### src/rtl/btn_event_arbiter_pkg.sv
// Shared constant helpers for the button event arbiter.
package btn_event_arbiter_pkg;

   function automatic int clog2(input int value);
      int r;
      r = 0;
      while ((1 << r) < value) r++;
      return r;
   endfunction

endpackage

### src/rtl/btn_event_arbiter_if.sv
// Event handshake between the arbiter (master) and its consumer (slave).
interface btn_event_arbiter_if #(
   parameter int IDX_W = 2
);
   logic             evt_valid;
   logic             evt_ready;
   logic [IDX_W-1:0] evt_idx;

   modport master (output evt_valid, output evt_idx, input evt_ready);
   modport slave  (input evt_valid, input evt_idx, output evt_ready);
endinterface

### src/rtl/btn_event_arbiter_conditioner.sv
// One button channel: 2-FF synchronizer, debounce counter, registered press pulse.
module btn_conditioner
   import btn_event_arbiter_pkg::*;
#(
   parameter int DEBOUNCE_CYCLES = 16
) (
   input  logic clk,
   input  logic rst_n,
   input  logic btn_in,
   output logic press
);
   localparam int             CNT_W   = clog2(DEBOUNCE_CYCLES);
   localparam logic [CNT_W-1:0] CNT_MAX = CNT_W'(DEBOUNCE_CYCLES - 1);

   logic             s1_q, s2_q, db_q, db_dly_q, press_q;
   logic             db_d;
   logic [CNT_W-1:0] cnt_q, cnt_d;

   // The counter only runs while the synchronized level disagrees with db.
   always_comb begin
      db_d  = db_q;
      cnt_d = '0;
      if (s2_q != db_q) begin
         if (cnt_q == CNT_MAX) db_d  = s2_q;
         else                  cnt_d = cnt_q + CNT_W'(1);
      end
   end

   always_ff @(posedge clk or negedge rst_n) begin
      if (!rst_n) begin
         s1_q     <= 1'b0;
         s2_q     <= 1'b0;
         db_q     <= 1'b0;
         db_dly_q <= 1'b0;
         press_q  <= 1'b0;
         cnt_q    <= '0;
      end else begin
         s1_q     <= btn_in;
         s2_q     <= s1_q;
         db_q     <= db_d;
         cnt_q    <= cnt_d;
         db_dly_q <= db_q;
         press_q  <= db_q & ~db_dly_q;
      end
   end

   assign press = press_q;
endmodule

### src/rtl/btn_event_arbiter.sv
// Conditions N buttons and serves their press events round-robin over a valid/ready port.
module btn_event_arbiter
   import btn_event_arbiter_pkg::*;
#(
   parameter int N               = 4,
   parameter int DEBOUNCE_CYCLES = 16
) (
   input  logic                 clk,
   input  logic                 rst_n,
   input  logic [N-1:0]         btn_in,
   btn_event_arbiter_if.master  evt_if,
   output logic [N-1:0]         pending,
   output logic [N-1:0]         overflow
);
   localparam int IDX_W = (clog2(N) < 1) ? 1 : clog2(N);

   logic [N-1:0]     press, grant;
   logic [N-1:0]     pending_q, pending_d, overflow_q, overflow_d;
   logic [IDX_W-1:0] idx_q, idx_d, ptr_q, ptr_d, sel, cand;
   logic             valid_q, valid_d, found, load;

   for (genvar g = 0; g < N; g++) begin : g_cond
      btn_conditioner #(.DEBOUNCE_CYCLES(DEBOUNCE_CYCLES)) u_cond (
         .clk    (clk),
         .rst_n  (rst_n),
         .btn_in (btn_in[g]),
         .press  (press[g])
      );
   end

   assign load = ~valid_q | evt_if.evt_ready;

   // First pending channel at or after ptr, wrapping modulo N.
   always_comb begin
      found = 1'b0;
      sel   = '0;
      cand  = '0;
      for (int k = 0; k < N; k++) begin
         cand = IDX_W'((int'(ptr_q) + k) % N);
         if (!found && pending_q[cand]) begin
            found = 1'b1;
            sel   = cand;
         end
      end

      grant   = '0;
      valid_d = valid_q;
      idx_d   = idx_q;
      ptr_d   = ptr_q;
      if (load) begin
         valid_d = found;
         if (found) begin
            grant[sel] = 1'b1;
            idx_d      = sel;
            ptr_d      = IDX_W'((int'(sel) + 1) % N);
         end
      end

      // A press landing on its own grant cycle re-arms pending without flagging a merge.
      pending_d  = press | (pending_q & ~grant);
      overflow_d = press & pending_q & ~grant;
   end

   always_ff @(posedge clk or negedge rst_n) begin
      if (!rst_n) begin
         pending_q  <= '0;
         overflow_q <= '0;
         valid_q    <= 1'b0;
         idx_q      <= '0;
         ptr_q      <= '0;
      end else begin
         pending_q  <= pending_d;
         overflow_q <= overflow_d;
         valid_q    <= valid_d;
         idx_q      <= idx_d;
         ptr_q      <= ptr_d;
      end
   end

   assign evt_if.evt_valid = valid_q;
   assign evt_if.evt_idx   = idx_q;
   assign pending          = pending_q;
   assign overflow         = overflow_q;
endmodule

### src/flat_wrapper.sv
// flat-port wrapper written by rule: the top's interface ports become plain ports
module btn_event_arbiter_flat import btn_event_arbiter_pkg::*;
#(
   parameter int N               = 4,
   parameter int DEBOUNCE_CYCLES = 16
)
  (clk, rst_n, btn_in, pending, overflow, evt_if_evt_valid, evt_if_evt_idx, evt_if_evt_ready);
  btn_event_arbiter_if #(.IDX_W(((clog2(N) < 1) ? 1 : clog2(N)))) evt_if_i ();
  input  logic clk;
  input  logic rst_n;
  input  logic [N-1:0] btn_in;
  output logic [N-1:0] pending;
  output logic [N-1:0] overflow;
  output wire logic [$bits(evt_if_i.evt_valid)-1:0] evt_if_evt_valid;
  output wire logic [$bits(evt_if_i.evt_idx)-1:0] evt_if_evt_idx;
  input wire logic [$bits(evt_if_i.evt_ready)-1:0] evt_if_evt_ready;
  assign evt_if_evt_valid = evt_if_i.evt_valid;
  assign evt_if_evt_idx = evt_if_i.evt_idx;
  assign evt_if_i.evt_ready = evt_if_evt_ready;
  btn_event_arbiter #(.N(N), .DEBOUNCE_CYCLES(DEBOUNCE_CYCLES)) u_core (.clk(clk), .rst_n(rst_n), .btn_in(btn_in), .evt_if(evt_if_i), .pending(pending), .overflow(overflow));
endmodule
### config.mk
export PLATFORM = sky130hd
export DESIGN_NAME = btn_event_arbiter_flat
export DESIGN_NICKNAME = d
export VERILOG_FILES = /design/src/rtl/btn_event_arbiter_pkg.sv /design/src/rtl/btn_event_arbiter_if.sv /design/src/rtl/btn_event_arbiter_conditioner.sv /design/src/rtl/btn_event_arbiter.sv /design/src/flat_wrapper.sv
export SDC_FILE = /design/constraint.sdc
export NUM_CORES = 1
export LEC_CHECK = 0
export ABC_CLOCK_PERIOD_IN_PS = 3100
export BUFFER_PORTS_ARGS = -buffer_cell sky130_fd_sc_hd__buf_2
export CORE_MARGIN = 8
export CORE_UTILIZATION = 25
export DETAILED_ROUTE_END_ITERATION = 10
export HOLD_SLACK_MARGIN = 0.06
export PLACE_DENSITY = 0.44
export RECOVER_POWER = 50
export REMOVE_ABC_BUFFERS = 1
export SYNTH_ARGS = -nofsm -noshare
export SYNTH_HDL_FRONTEND = slang
export SYNTH_SLANG_ARGS = --single-unit
### constraint.sdc
create_clock -name clk -period 3.1 [get_ports clk]
set_input_delay 0.155 -clock clk [delete_from_list [all_inputs] [get_ports clk]]
set_output_delay 0.155 -clock clk [all_outputs]
set_load 0.01 [all_outputs]
## Word level (Yosys, flattened, before mapping)

Index checks and enable logic that the tools add are counted.

| storage, ports and cells | value |
|---|---|
| register bits after elaboration | 49 |
| bits in latches | 0 |
| memory bits (writable) | 0 |
| ROM bits | 0 |
| bits of input ports | 7 |
| output and inout bits | 11 |
| word-level logic and storage cells | 106 |
| memories | 0 |

| cells by class | value |
|---|---|
| $add $sub $neg | 8 |
| $mul | 0 |
| divide/modulo/power cells | 0 |
| magnitude comparators | 6 |
| eq/ne operators | 8 |
| shift-type cells | 0 |
| multiplexer cells | 28 |
| bitwise gates (word level) | 15 |
| reduce and logical (&&, ||, !) cells | 12 |

Operators with widths:

| cell | number |
|---|---|
| $mux 4 | 10 |
| $add 4x1->4 const B | 4 |
| $eq 4x4->1 const B | 4 |
| $lt 2x3->1 const B | 5 |
| $and 4x4->4 | 3 |
| $reduce_and 2->1 | 5 |
| $mux 1 | 9 |
| $bmux 1 s2 | 4 |
| $mux 2 | 4 |
| $not 1->1 | 5 |
| $add 2x1->2 const B | 2 |
| $add 2x2->2 const B | 2 |
| $and 1x1->1 | 4 |
| $logic_and 1x1->1 | 4 |
| $ne 1x1->1 | 4 |
| $not 4->4 | 1 |
| $or 4x4->4 | 1 |
| $logic_not 1->1 | 3 |
| $demux 1 s2 | 1 |
| $ge 2x1->1 const B | 1 |
| $or 1x1->1 | 1 |

## Logic depth before layout (Yosys ltp)

Gate-level depths: netlist of run 1.

| logic depth | value |
|---|---|
| depth in word-level cells | 21 |
| depth in mapped cells | 6 |
| mapped depth without buffers | 6 |

## By module

A second synthesis of run 1 with hierarchy kept.

| unflattened totals | value |
|---|---|
| cell total of the unflattened synthesis | 137 |
| area, all modules | 1940.6 um^2 |

Modules (own cells, without submodules):

| module | instances | cells each | area each (um^2) |
|---|---|---|---|
| btn_conditioner | 4 | 21 | 326.6 |
| btn_event_arbiter | 1 | 53 | 634.4 |

## Worst setup path before layout of run 1

OpenSTA, ideal clock, no wires.

| timing path | value |
|---|---|
| kind | register -> register |
| from | reg u_core.pending_q[2], in the netlist u_core.pending[2] |
| to | reg u_core.pending_q[1], in the netlist u_core.pending[1] |
| library setup time | 0.127 ns |
| arrival | 1.485 ns |
| slack | 1.488 ns |
| cell stages (with the launch flop) | 7 |
| path buffers | 0 |
| clock period less this slack | 1.612 ns |
| cell sequence | dfrtp_1 > nor2b_1 > a211oi_1 > or2_1 > ha_1 > a21boi_0 > or2_2 |

| between the ends | value |
|---|---|
| word-level cells in the longest chain between the ends | 21 |
| elaborated cells on any way between the ends | 32 |
| classes of those cells | order compare (2); mux (20); bitwise (3); reduce/logical (7) |

Ends and longest elaborated chain:

| what | line | RTL |
|---|---|---|
| start: declaration | btn_event_arbiter.sv:18 | `logic [N-1:0] pending_q, pending_d, overflow_q, overflow_d;` |
| start signal: assignment | btn_event_arbiter.sv:72 | `pending_q <= pending_d;` |
| $bmux 1 s2 | btn_event_arbiter.sv:40 | `if (!found && pending_q[cand]) begin` |
| $mux 1 (implied by the code) | btn_event_arbiter.sv:40 |  |
| $mux 1 | btn_event_arbiter.sv:40 |  |
| $logic_not 1->1 | btn_event_arbiter.sv:40 |  |
| $logic_and 1x1->1 | btn_event_arbiter.sv:40 |  |
| $mux 1 | btn_event_arbiter.sv:40 |  |
| $logic_not 1->1 | btn_event_arbiter.sv:40 |  |
| $logic_and 1x1->1 | btn_event_arbiter.sv:40 |  |
| [... 6 more ...] | - |  |
| $mux 1 (implied by the code) | btn_event_arbiter.sv:53 | `grant[sel] = 1'b1;` |
| $demux 1 s2 | - |  |
| $mux 4 * | btn_event_arbiter.sv:52 | `if (found) begin` |
| $mux 4 * | btn_event_arbiter.sv:50 | `if (load) begin` |
| $not 4->4 * | btn_event_arbiter.sv:60 | `pending_d = press \| (pending_q & ~grant);` |
| $and 4x4->4 * | btn_event_arbiter.sv:60 |  |
| $or 4x4->4 * | btn_event_arbiter.sv:60 |  |
| named net u_core.pending_d[1] | btn_event_arbiter.sv:18 |  |

The timed path passes the listed nets; every way through them passes the cells marked *. The select of a mux whose other input is x is not followed.
A chain may end at the register's enable or synchronous reset.

## Final worst setup path of run 1

Same ends and word-level chain as after synthesis.

==> impl_metrics.yaml, run 1 <==
run_status:
  status: "finished, final reports clean"
clock_tree:
  clockBufferDepth: 2
  cts_buffers: 5
  cts_tree: "done"
  path_clk_slew_ns: 0.09
  cts_max_level: 2
  root_buffer: "clkbuf_8"
  clk_latency_ns: 0.30
  cts_resized: 0
  clock_sinks: 49
setup_path:
  critPathLaunchType: "flop"
  cp_data_arrival_time_ns: 1.97
  cp.required_ns: 3.29
  setup.worst_path.end_class: "flop"
  critPathMaxFanout: 6
  r2r_slack_ns: 1.31
  worstSetupPathType: "flop to flop"
logic_synthesis:
  synthMuxAreaShare_pct: 2.32
  synthesis.area_um2: 1940
  ys_seq_area_share_pct: 63.1
  synth_xor_area_share_pct: 3.60
  synthFlopType: "dfrtp_1"
  ys_warn_count: 0
  synth.distinct_cells: 31
  synth-compound-area-share_pct: 9.14
  syn_inst: 150
  synth_top_family_by_area: "simple AND/OR/NAND/NOR gates"
  synth_edf_count: 0
  synth_adder_area_share_pct: 5.15
  syn_area_per_cell_um2: 13.0
  synth.ff_latch_count: 49
  synth-simple-area-share_pct: 15.4
  synthArstFlopShare_pct: 100
sta:
  rsz0062_at_grt: "false"
  finClkSkew_ns: 0.00664
  finalHoldViolCount: 0
  tightestPinTransition_ns: 1.04
  period_needed_ns: 1.79
  report.final.slew_viol_count: 0
  setup_ws_ns: 1.31
  finalCritPeriodShare_pct: 57.7
  slew_headroom_pct: 30.6
  setup_violations: 0
  max_freq_mhz: 559
  setup-tns-final_ns: 0
floorplanning:
  dieWidth_um: 104
  coreArea_um2: 7650
  num_rows: 32
  num_io_pins: 18
  die_h_um: 104
  dieArea_um2: 10900
  initial_core_util_pct: 25.4
global_routing:
  first_global_vias: 1210
  grt_usage_pct: 6.43
  antenna_found_initial: 0
  grt_overflow_total: 0
  grt_start_max_net_pins: 33
  grt_pass1_wl_mm: 5.69
route:
  drt-total-wl_mm: 3.13
  wl_per_cell_um: 11.1
  met2_length_mm: 1.37
  avgViaCountPerCell: 4.04
  highest_layer: "met4"
  drcViolationCount: 0
  ant_nets: 0
  drtIter0Drc: 39
  dr.pass1.iters: 4
  wl_met3_um: 166
  num_vias: 1138
  wl_met1_mm: 1.55
finish:
  fin_util_pct: 30.2
  n_antenna_cell: 0
  drive_above_1_share_pct: 14.4
  layout.cells.most_common: "dfrtp_1"
  syn2layout_area_growth_pct: 18.7
  layout.nets: 194
  layout_common_cells: "dfrtp_1 (49), nor2b_1 (13), clkbuf_1 (11)"
  nFillCells: 772
  final_area_um2: 2310
power_and_ir_drop:
  power_uw: 1280
  p_per_area_nw_per_um2: 553
  max-vdd-ir-drop_uv: 177
  p_leak_uw: 0.00107
placed_design:
  dp_hpwl_mm: 2.16
  portBuffers: 17
  gp_congestion: 0.749
  post-place-ws_ns: 1.35
  dpl_cell_area_um2: 2150
hold_path:
  hold_class: "primary input to flop"
run:
  max_cap_viol_count: 0
## worst max-delay path, cell delays in order (launching register included)
cell	delay [ns]
dfrtp_1	0.44
nor2b_1	0.16
a211oi_1	0.36
or2_1	0.18
ha_1	0.14
a21boi_0	0.10
or2_2	0.29
## kinds of logic after synthesis
| group | after synthesis |
|---|---|
| AND/OR/NAND/NOR | 49 |
| buffers and inverters | 5 |
| XOR/XNOR | 8 |
| adder cells (fa/ha/maj) | 8 |
| flip-flops | 49 |
| AO/OA/AOI/OAI | 27 |
| multiplexers | 4 |
## metal layers
layer / global-route usage [%] / up-vias
met1: 7.89 / 537
met5: 0 / -
met2: 9.67 / 21
met3: 2.66 / 4
li1: - / 576
met4: 2.79 / 0
## path summary, 6_finish.rpt
| check | from | cells after the start | endpoint |
|---|---|---|---|
| max | u_core.pending[2] | 6 | u_core.pending[1] |
| min | evt_if_evt_ready | 4 | u_core.ptr_q[1] |
| max reg2reg | u_core.pending[2] | 6 | u_core.pending[1] |
| min reg2reg | u_core.g_cond[1].u_cond.s1_q | 0 | u_core.g_cond[1].u_cond.s2_q |
| max in group asynchronous | rst_n | 3 | u_core.overflow[1] |
| min in group asynchronous | rst_n | 2 | u_core.g_cond[0].u_cond.cnt_q[0] |
## power by group
group | internal [µW] | total (µW) | switching (µW) | leakage, µW
combinational | 50.2 | 108 | 58.0 | 0.000358
sequential | 676 | 703 | 27.5 | 0.000650
clock | 263 | 465 | 202 | 0.0000585
## repair_timing
item / 4_1_cts / 5_1_grt
hold buffers: 5 / 0
buffers inserted: 0 / 0
hold endpoints to repair: 21 / 0
## flip-flops by register name, summed over array words and instances, names as in the netlist
register and flops:
u_core.g_cond.u_cond.press 4, u_core.pending 4, u_core.g_cond.u_cond.db_q 4, u_core.g_cond.u_cond.s1_q 4, u_core.g_cond.u_cond.s2_q 4, u_core.overflow 4, u_core.evt_if.evt_valid 1, u_core.evt_if.evt_idx 2
u_core.ptr_q 2, u_core.g_cond.u_cond.db_dly_q 4, u_core.g_cond.u_cond.cnt_q 16
## synth_stat cells, types with 2 or more instances
| cell | number | area share, % |
|---|---|---|
| nor2b_1 | 13 | 4.2 |
| a21boi_2 | 2 | 1.2 |
| ha_1 | 8 | 5.1 |
| nand4b_1 | 4 | 1.8 |
| nand3_1 | 6 | 1.5 |
| or2_2 | 4 | 1.3 |
| nor3b_1 | 4 | 1.5 |
| nor2_1 | 5 | 0.97 |
| or2_1 | 2 | 0.64 |
| o21ai_0 | 6 | 1.5 |
| a21boi_1 | 2 | 0.77 |
| and2_1 | 4 | 1.3 |
| a21oi_1 | 9 | 2.3 |
| inv_1 | 4 | 0.77 |
| nand2_1 | 3 | 0.58 |
| xnor2_1 | 8 | 3.6 |
| dfrtp_1 | 49 | 63 |
| mux2_2 | 4 | 2.3 |
## per-stage QoR
step                cells  hold slack [ns]
global placement      269            0.124
CTS                   282            0.209
finish                282            0.221
detailed placement    269            0.126
floorplan             149           -0.141
global route          282            0.258
## layout make-up
cell class / count / area [µm²] / share of cell area [%]
Inverter: 4 / 15.0 / 0.651
Clock inverter: 1 / 30.0 / 1.30
Multi-Input combinational cell: 96 / 692 / 30.0
Timing Repair Buffer: 23 / 130 / 5.64
Tap cell: 102 / 128 / 5.53
Sequential cell: 49 / 1230 / 53.1
Clock buffer: 7 / 86.3 / 3.74
No activity file was read; power rests on OpenSTA's default activity.
==> inputs of run 2 (changes only) <==
--- a/config.mk
+++ b/config.mk
@@ -5,13 +5,13 @@
 export SDC_FILE = /design/constraint.sdc
 export NUM_CORES = 1
 export LEC_CHECK = 0
-export ABC_CLOCK_PERIOD_IN_PS = 3100
+export ABC_CLOCK_PERIOD_IN_PS = 1450
 export BUFFER_PORTS_ARGS = -buffer_cell sky130_fd_sc_hd__buf_2
 export CORE_MARGIN = 8
 export CORE_UTILIZATION = 25
 export DETAILED_ROUTE_END_ITERATION = 10
 export HOLD_SLACK_MARGIN = 0.06
-export PLACE_DENSITY = 0.44
+export PLACE_DENSITY = 0.46
 export RECOVER_POWER = 50
 export REMOVE_ABC_BUFFERS = 1
 export SYNTH_ARGS = -nofsm -noshare
==> constraint.sdc (replaced) <==
create_clock -name clk -period 1.45 [get_ports clk]
set_input_delay 0.0725 -clock clk [delete_from_list [all_inputs] [get_ports clk]]
set_output_delay 0.0725 -clock clk [all_outputs]
set_load 0.01 [all_outputs]
==> run 2 against run 1 <==
Core utilization up 2.9 points. Combinational power grew to 2.7 times the previous value. Critical path depth unchanged. Highest routed layer unchanged. The flow now finishes with violations (setup timing). Register-to-register slack lost 1.4 ns. Sequential share of layout area shrank 4.6 points. Via count increased by 11%. Total power increased by 100%.
==> impl_metrics.yaml, run 2 (synthesis results as in run 1) <==
run_status:
  status: "finished, violations left"
  violations: "setup timing"
global_routing:
  globalRoute.busiestLayer: "met2"
  grt_usage_pct: 6.87
  antenna_found_initial: 0
  grt_overflow_total: 0
  grt_use_met1_pct: 8.06
  use_met3_pct: 2.66
  grt_start_max_net_pins: 50
  grt_pass1_wl_mm: 6.15
  first_global_vias: 1367
  use_met2_pct: 11.0
setup_path:
  r2r-end: "u_core.overflow[1]"
  path_cells: "nor2b_4, o21ba_2, or2_1, ha_2, a21boi_2, and2_1"
  critPathLaunchType: "flop"
  cp_top_family: "simple AND/OR/NAND/NOR gates"
  cpMaxStageDelayCell: "dfrtp_1"
  worstSetupPathType: "flop to flop"
  reg2reg_from: "u_core.pending[0]"
  cp.required_ns: 1.69
  slowest_delay_ns: 0.43
  setup.worst_path.end_class: "flop"
  cp_data_arrival_time_ns: 1.80
  r2r_cells: 6
  r2r_slack_ns: -0.11
  critPathMaxFanout: 5
  path_buf_inv: 0
finish:
  fin_util_pct: 33.1
  layout_common_cells: "dfrtp_1 (47), buf_2 (17), buf_4 (17)"
  layout.nets: 213
  n_antenna_cell: 0
  final-seq-area_um2: 1230
  layout.cells.most_common: "dfrtp_1"
  multi_input_area_um2: 783
  syn2layout_area_growth_pct: 30.2
  largest_reg_flops: 16
  nFillCells: 783
  final_area_um2: 2530
  largest-register: "u_core.g_cond.u_cond.cnt_q"
  drive_above_1_share_pct: 36.7
sta:
  rsz0062_at_grt: "true"
  finClkSkew_ns: 0.00697
  setup_ws_ns: -0.107
  max_freq_mhz: 642
  slew_headroom_pct: 55.5
  tightestPinTransition_ns: 0.668
  holdWs_ns: 0.136
  report.final.slew_viol_count: 0
  setup_violations: 11
  finalHoldViolCount: 0
  finalCritPeriodShare_pct: 107
  period_needed_ns: 1.56
route:
  ant_nets: 0
  num_vias: 1259
  drt-total-wl_mm: 3.32
  avgViaCountPerCell: 4.18
  wl_per_cell_um: 11.0
  drcViolationCount: 0
  dr.pass1.iters: 4
  drtIter0Drc: 97
floorplanning:
  dieArea_um2: 10900
  initial_core_util_pct: 25.4
  num_rows: 32
  die_h_um: 104
  num_io_pins: 18
  dieWidth_um: 104
  coreArea_um2: 7650
clock_tree:
  path_clk_slew_ns: 0.08
  clock_sinks: 49
  clk_latency_ns: 0.29
  cts_max_level: 2
  cts_tree: "done"
  cts_buffers: 5
  clockBufferDepth: 2
  root_buffer: "clkbuf_8"
power_and_ir_drop:
  p_per_area_nw_per_um2: 1020
  p_leak_uw: 0.00116
  max-vdd-ir-drop_uv: 378
  power_uw: 2570
placed_design:
  dpl_cell_area_um2: 2270
  dp_hpwl_mm: 2.21
  gp_congestion: 0.712
  portBuffers: 17
run:
  max_cap_viol_count: 0
hold_path:
  hold_start: "evt_if_evt_ready"
  hold_class: "primary input to flop"
  holdPathEnd: "u_core.evt_if.evt_idx[1]"
  holdPathStages: 3
==> run 2: changes by cell type in the layout (fill, tap and decap cells not counted), sizes merged <==
cell      change
bufinv        -1
clkinvlp      +1
clkbuf        -9
buf          +28
==> run 2: layout make-up <==
| cell class | count | share of cell area, % |
|---|---|---|
| clock inverters | 1 | 0.297 |
| inverters | 4 | 0.593 |
| clock buffers | 7 | 3.02 |
| flip-flops and latches | 49 | 48.5 |
| repair buffers | 42 | 11.6 |
| multi-input cells | 96 | 30.9 |
| well taps | 102 | 5.04 |
==> run 2: stage by stage <==
step	instances	setup TNS, ns	worst slack (ns)
floorplan	149	-0.636	-0.173
global placement	283	-1.35	-0.240
detailed placement	283	-1.26	-0.251
CTS	300	-0.670	-0.0811
global route	301	-1.69	-0.185
finish	301	-0.678	-0.107
==> run 2: worst max-delay path by stage <==
stage	from	to	slack (ns)	cells past startpoint
after global routing	u_core.pending[2]	u_core.pending[1]	-0.19	6
after floorplan	u_core.pending[2]	u_core.pending[1]	-0.17	6
after CTS	u_core.pending[0]	u_core.pending[3]	-0.08	6
after global placement	u_core.pending[2]	u_core.pending[1]	-0.24	6
after detailed placement	u_core.pending[2]	u_core.pending[1]	-0.25	6
final	u_core.pending[0]	u_core.overflow[1]	-0.11	6
==> run 2: routing by layer <==
layer / wire length, µm / part of all wire [%] / vias up
met5: 0 / 0 / -
met4: 57 / 1.7 / 0
met3: 168 / 5.1 / 6
met2: 1520 / 46 / 18
met1: 1570 / 47 / 618
li1: - / - / 617
==> run 2: what timing repair did <==
item | CTS | global route
setup endpoints to repair | 10 | 12
gates resized for setup | 21 | 8
hold endpoints to repair | 53 | 0
setup buffers | 4 | 1
hold buffers | 5 | 0
pin swaps | 10 | 7
==> run 2: worst min-delay path, stage by stage <==
cell and delay (ns):
buf_2 0.08, nor2b_1 0.06, o41ai_2 0.18
==> run 2: where the power goes <==
part | total (µW) | leakage [µW] | switching, µW | internal (µW)
registers | 1510 | 0.000647 | 64.2 | 1450
clock network | 770 | 0.0000385 | 429 | 342
logic | 288 | 0.000479 | 138 | 149
total | 2570 | 0.00116 | 631 | 1940
